### config.mk
export PLATFORM = sky130hd
export DESIGN_NAME = uart_tx
export DESIGN_NICKNAME = d
export VERILOG_FILES = /design/src/rtl/uart_tx.sv
export SDC_FILE = /design/constraint.sdc
export NUM_CORES = 1
export LEC_CHECK = 0
export BUFFER_PORTS_ARGS = -buffer_cell sky130_fd_sc_hd__clkbuf_2
export CORE_ASPECT_RATIO = 1.25
export CORE_MARGIN = 2
export CORE_UTILIZATION = 58
export DETAILED_ROUTE_END_ITERATION = 8
export GPL_ROUTABILITY_DRIVEN = 0
export PLACE_DENSITY = 0.77
export SYNTH_ARGS = -nofsm -noshare
export SYNTH_HDL_FRONTEND = slang
export SYNTH_SLANG_ARGS = --single-unit
### constraint.sdc
create_clock -name clk -period 5.7 [get_ports clk]
set_input_delay 0.57 -clock clk [delete_from_list [all_inputs] [get_ports clk]]
set_output_delay 0.57 -clock clk [all_outputs]
set_load 0.005 [all_outputs]
### src/rtl/uart_tx.sv
// 8N1, LSB-first UART transmitter fed by a small circular byte FIFO.
// Queued bytes are sent as contiguous frames, with no idle gap between them.
module uart_tx #(
    parameter int CLKS_PER_TICK = 652,
    parameter int TICKS_PER_BIT = 16,
    parameter int FIFO_DEPTH    = 4
) (
    input  logic                        clk,
    input  logic                        rst,
    input  logic [7:0]                  byte_in,
    input  logic                        byte_valid,
    output logic                        byte_ready,
    output logic                        uart_rxd_out,
    output logic                        busy,
    output logic [$clog2(FIFO_DEPTH):0] fifo_count,
    output logic [1:0]                  fsm_state
);
    localparam int AW     = $clog2(FIFO_DEPTH);
    localparam int CW     = AW + 1;
    localparam int CLK_W  = (CLKS_PER_TICK > 1) ? $clog2(CLKS_PER_TICK) : 1;
    localparam int TICK_W = (TICKS_PER_BIT > 1) ? $clog2(TICKS_PER_BIT) : 1;
    localparam logic [CLK_W-1:0]  CLK_MAX  = CLK_W'(CLKS_PER_TICK - 1);
    localparam logic [TICK_W-1:0] TICK_MAX = TICK_W'(TICKS_PER_BIT - 1);

    typedef enum logic [1:0] {
        IDLE  = 2'd0,
        START = 2'd1,
        DATA  = 2'd2,
        STOP  = 2'd3
    } state_t;

    state_t            state;
    logic [7:0]        shift;
    logic [2:0]        bit_idx;
    logic [CLK_W-1:0]  clk_cnt;
    logic [TICK_W-1:0] tick_cnt;

    logic [7:0]        mem [FIFO_DEPTH];
    logic [AW-1:0]     wr_ptr;
    logic [AW-1:0]     rd_ptr;
    logic [CW-1:0]     count;

    logic bit_end;
    logic fifo_empty;
    logic push;
    logic pop;
    logic [7:0] head;

    // Handshake: a byte is taken on every rising edge where byte_valid && byte_ready;
    // byte_valid may be held across cycles and byte_in must stay stable until taken.
    assign byte_ready = (count != CW'(FIFO_DEPTH)) && !rst;
    assign push       = byte_valid && byte_ready;
    assign fifo_empty = (count == '0);
    assign bit_end    = (clk_cnt == CLK_MAX) && (tick_cnt == TICK_MAX);
    // The FIFO head is consumed when a frame starts from idle or chains off a stop bit.
    assign pop        = !fifo_empty && ((state == IDLE) || ((state == STOP) && bit_end));
    assign head       = mem[rd_ptr];

    assign busy       = (state != IDLE) || !fifo_empty;
    assign fifo_count = count;
    assign fsm_state  = state;

    always_ff @(posedge clk) begin
        if (push) begin
            mem[wr_ptr] <= byte_in;
        end
    end

    always_ff @(posedge clk) begin
        if (rst) begin
            wr_ptr <= '0;
            rd_ptr <= '0;
            count  <= '0;
        end else begin
            if (push) begin
                wr_ptr <= wr_ptr + AW'(1);
            end
            if (pop) begin
                rd_ptr <= rd_ptr + AW'(1);
            end
            case ({push, pop})
                2'b10:   count <= count + CW'(1);
                2'b01:   count <= count - CW'(1);
                default: count <= count;
            endcase
        end
    end

    always_ff @(posedge clk) begin
        if (rst) begin
            state        <= IDLE;
            uart_rxd_out <= 1'b1;
            shift        <= '0;
            bit_idx      <= '0;
            clk_cnt      <= '0;
            tick_cnt     <= '0;
        end else begin
            // Counters idle at zero so every frame starts with a full start bit.
            if (state == IDLE) begin
                clk_cnt  <= '0;
                tick_cnt <= '0;
            end else if (clk_cnt == CLK_MAX) begin
                clk_cnt  <= '0;
                tick_cnt <= (tick_cnt == TICK_MAX) ? '0 : tick_cnt + TICK_W'(1);
            end else begin
                clk_cnt <= clk_cnt + CLK_W'(1);
            end

            case (state)
                IDLE: begin
                    uart_rxd_out <= 1'b1;
                    if (pop) begin
                        shift        <= head;
                        bit_idx      <= '0;
                        uart_rxd_out <= 1'b0;
                        state        <= START;
                    end
                end
                START: begin
                    if (bit_end) begin
                        uart_rxd_out <= shift[0];
                        state        <= DATA;
                    end
                end
                DATA: begin
                    if (bit_end) begin
                        if (bit_idx == 3'd7) begin
                            uart_rxd_out <= 1'b1;
                            state        <= STOP;
                        end else begin
                            shift        <= {1'b0, shift[7:1]};
                            bit_idx      <= bit_idx + 3'd1;
                            uart_rxd_out <= shift[1];
                        end
                    end
                end
                STOP: begin
                    if (bit_end) begin
                        if (pop) begin
                            shift        <= head;
                            bit_idx      <= '0;
                            uart_rxd_out <= 1'b0;
                            state        <= START;
                        end else begin
                            uart_rxd_out <= 1'b1;
                            state        <= IDLE;
                        end
                    end
                end
                default: begin
                    uart_rxd_out <= 1'b1;
                    state        <= IDLE;
                end
            endcase
        end
    end
endmodule

==> results list <==
- Dividing total power by cell area gives a power density of just over 500 mW/mm².
* Deepest clock path buffer count: 2
- The filler cells instantiated in the layout total ~360.
- The max-slew violation count was 0.
* Residual antenna-violating net count after detailed routing: 0
- The post-route netlist has 18.6% of its cells at a drive strength greater than 1.
- The worst path in the final design needs a cycle of 2.84 ns, including I/O delays and setup.
* Std-Cell Core Area: between 0.005 and 0.006 mm²
- CP startpoint kind: flop
- The die covers 0.00590 mm².
- Across all setup checks in the final design, the least slack found is ~2.9 ns.
- Entering global routing, the biggest net connects 30 pins.
- IO buf count: 18
* Via Count: 1911
* Cell occurring most often along the worst timing path: ha_1
* Area growth, synth to finish: 12.0%
- Summed over all layers, the routed wires come to 4970 µm.
- Highest layer used for signal routing: met4
* Post-cts repair resize count: 0
- STA puts the critical path data required time at 5.97 ns.
* Type of the worst min-delay path: input pin to flop
* Num ports: 19
- Dividing the detail-routed wire length by the instance count gives 14.8 µm.
* Commonest cells in the netlist: dfxtp_1 (37), edfxtp_1 (32), nor2_1 (21), a21oi_1 (17), ha_1 (13)
* Placement Setup Slack: 2.85 ns
- For this design, the slowest cell found on the critical path is dfxtp_1.
- Drt first-iter violations: 113
- Clock Pin Slew Worst Setup and Hold Paths: 0.07 ns
- Biggest fanout along the worst timing path: 6
- Antenna diodes: 0
- Arrival time at the worst endpoint: around 3.1 ns
- The critical path in this run is classified as flop to flop.
* Number of global-route vias before repair: 1944
- Of the post-synthesis cell area, the dominant cell type holds approximately 31%.
* Combined area of the multi-input logic cells: between 0.001 and 0.0015 mm²
* Number of flops mapped to enable cells by yosys: 32
- Delay of the slowest cell on the worst path: ~0.42 ns
- Met1 wire length: 2230 µm
- Post-Syn Area: 0.00308 mm²
- In the synthesized netlist, the number of instances is between 200 and 300.
- In the global route stage, overall resource usage came out at 18.8%.
- Transition time at the pin with the least slew margin: 0.624 ns
- After detailed routing, the number of remaining DRC violations is 0.
* Site row count: 29
* Yosys warning total: 0
- Accumulated negative setup slack: 0 ns
* Most common flop cell mapped by yosys: dfxtp_1
- Clock sink count: 69
* Avg Vias per Cell: 5.69
* Number of failing setup endpoints in the final timing report: 0
- Hold buffer count at cts: 0
- After detailed placement, the total cell area comes to 0.00318 mm².
- In this run the tightest slew margin relative to its limit is 58.4%.
* Unique masters post-synth: 44
- FF+latch count, synth: 69
- Detailed route wirelength on metal3: 136 µm
- For this design the static power due to leakage is 1.26 nW.
- The synthesized design spends more area on one cell type than any other, namely edfxtp_1.
- After the last flow step, the layout net total stands at 294.
- The initial antenna violation count came to 0.
- Highest clock frequency the design can meet: 352 MHz
* Total CTS buffers: 9
- Post-CTS setup repair buffer count: 0
* Portion of the post-synthesis area used by sequential elements: 55.3%
- Summed over all nets, the half-perimeter wirelength after detailed placement is 3410 µm.
- Period utilisation layout: around 50%
* Proportion of register bits with asynchronous set or reset after synthesis: 0%
- The worst setup path is captured at a flop.
- GR Overflow Total: 0
- The signal on the critical path passes through ha_1, nand3b_1, nor4_4, a21oi_2, nor2_1, ha_1, inv_1, fa_1, xor2_1, or3_1, a21oi_1.
- The die is 69.1 µm wide.
* H-tree level count: 3
- Max-cap violations in this run came to 0.
* Worst IR Drop VDD: 0.317 mV
- After synthesis, the mean cell area works out to around 12 µm².
* First-pass GRT wire length: 8510 µm
- The later pin in the worst-skew pair is clocked with a latency of roughly 0.35 ns.
* Count of final hold-check violations: 0
- The tree is rooted in a clkbuf_8.
- Wire length on met2: 2480 µm
- Setup repair after global routing left no endpoint under its margin.
* Die height: 85.4 µm
* Total iterations of the first detailed-routing run: 4
- TritonCTS built the clock tree.
- Skew final: approximately 0.0086 ns
- Result of the run: finished, final reports clean
- Sorting the synthesized cells by area gives the leading types as edfxtp_1 (31%), dfxtp_1 (24%), mux4_2 (5.9%).
* Post-synth net total: 276
- Across the whole layout, storage elements account for around 0.0017 mm².
* Library cell with the highest instance count after synthesis: dfxtp_1
- Once the floorplan was initialized, standard cells occupied 60.5% of the core.
- Final Cell Area: 0.00344 mm²
where the power goes:
group / switching, W / leakage [nW] / internal (W) / total (W)
clock network: 0.000181 / 0.129 / 0.000333 / 0.000514
registers: 0.0000601 / 0.592 / 0.000581 / 0.000642
logic: 0.000340 / 0.541 / 0.000254 / 0.000594
placed cells by master (no fill, tap or decap), types with 3 or more instances in the layout:
| master | instances |
|---|---|
| nand3_1 | 10 |
| xnor2_1 | 3 |
| dfxtp_1 | 37 |
| clkbuf_8 | 9 |
| o31ai_1 | 3 |
| a311oi_1 | 6 |
| and3_1 | 7 |
| clkbuf_2 | 18 |
| inv_1 | 10 |
| o21ai_0 | 5 |
| nor2_1 | 21 |
| or3_1 | 4 |
| xor2_1 | 9 |
| nor3_1 | 8 |
| nand2b_1 | 5 |
| mux4_2 | 8 |
| mux2i_1 | 10 |
| edfxtp_1 | 32 |
| nand2_1 | 5 |
| a21oi_1 | 17 |
| ha_1 | 13 |
| bufinv_16 | 4 |
layer usage:
| metal | GRT usage, % | up-vias |
|---|---|---|
| met1 | 21.2 | 907 |
| met4 | 11.1 | 0 |
| met3 | 4.99 | 12 |
| li1 | - | 967 |
| met5 | 0 | - |
| met2 | 32.0 | 25 |
metrics by stage:
stage	hold WS (ns)	util [%]	cells	total power [W]
4_1_cts	0.425	67.8	336	0.00176
3_5_place_dp	0.476	62.7	320	0.00124
2_1_floorplan	0.449	-	251	0.00117
5_1_grt	0.432	67.8	336	0.00186
3_3_place_gp	0.466	62.7	320	0.00123
6_report	0.435	67.8	336	0.00175
area by class of cell:
class	count	share of cell area, %
Clock buffer	9	3.60
Clock inverter	7	4.00
Inverter	10	1.09
Multi-Input combinational cell	160	36.8
Sequential cell	69	49.4
Tap cell	62	2.25
Timing Repair Buffer	19	2.83
worst max-delay path: cells and delay by family, from the launching register on:
| kind | cells | cell delay [ns] |
|---|---|---|
| XOR/XNOR | 1 | 0.15 |
| buffers and inverters | 1 | 0.06 |
| flip-flops | 1 | 0.42 |
| adder cells (fa/ha/maj) | 3 | 0.85 |
| AND/OR/NAND/NOR | 4 | 1.01 |
| AO/OA/AOI/OAI | 2 | 0.27 |
state kept, by name, summed over array words and instances (netlist names), named ones only:
register      flops
mem              32
clk_cnt          10
shift             8
tick_cnt          4
bit_idx           3
fifo_count        3
fsm_state         2
rd_ptr            2
wr_ptr            2
uart_rxd_out      1
worst paths after layout:
path | from | end | slack, ns | cells past startpoint
min reg2reg | bit_idx[1] | bit_idx[1] | 0.49 | 1
max reg2reg | clk_cnt[0] | fifo_count[2] | 2.86 | 11
max | clk_cnt[0] | fifo_count[2] | 2.86 | 11
min | byte_in[2] | mem[1][2] | 0.43 | 1
cell families (layout without fill, tap and decap cells):
group	after synthesis	count (layout)	synth area share [%]
simple gates	70	70	12.4
compound gates	45	45	10.0
fa+ha+maj	14	14	5.94
mux	19	19	9.48
xor+xnor	12	12	3.42
buf+inv	22	45	3.42
flops	69	69	55.3
Note: power is estimated with default switching activity, not from simulation.
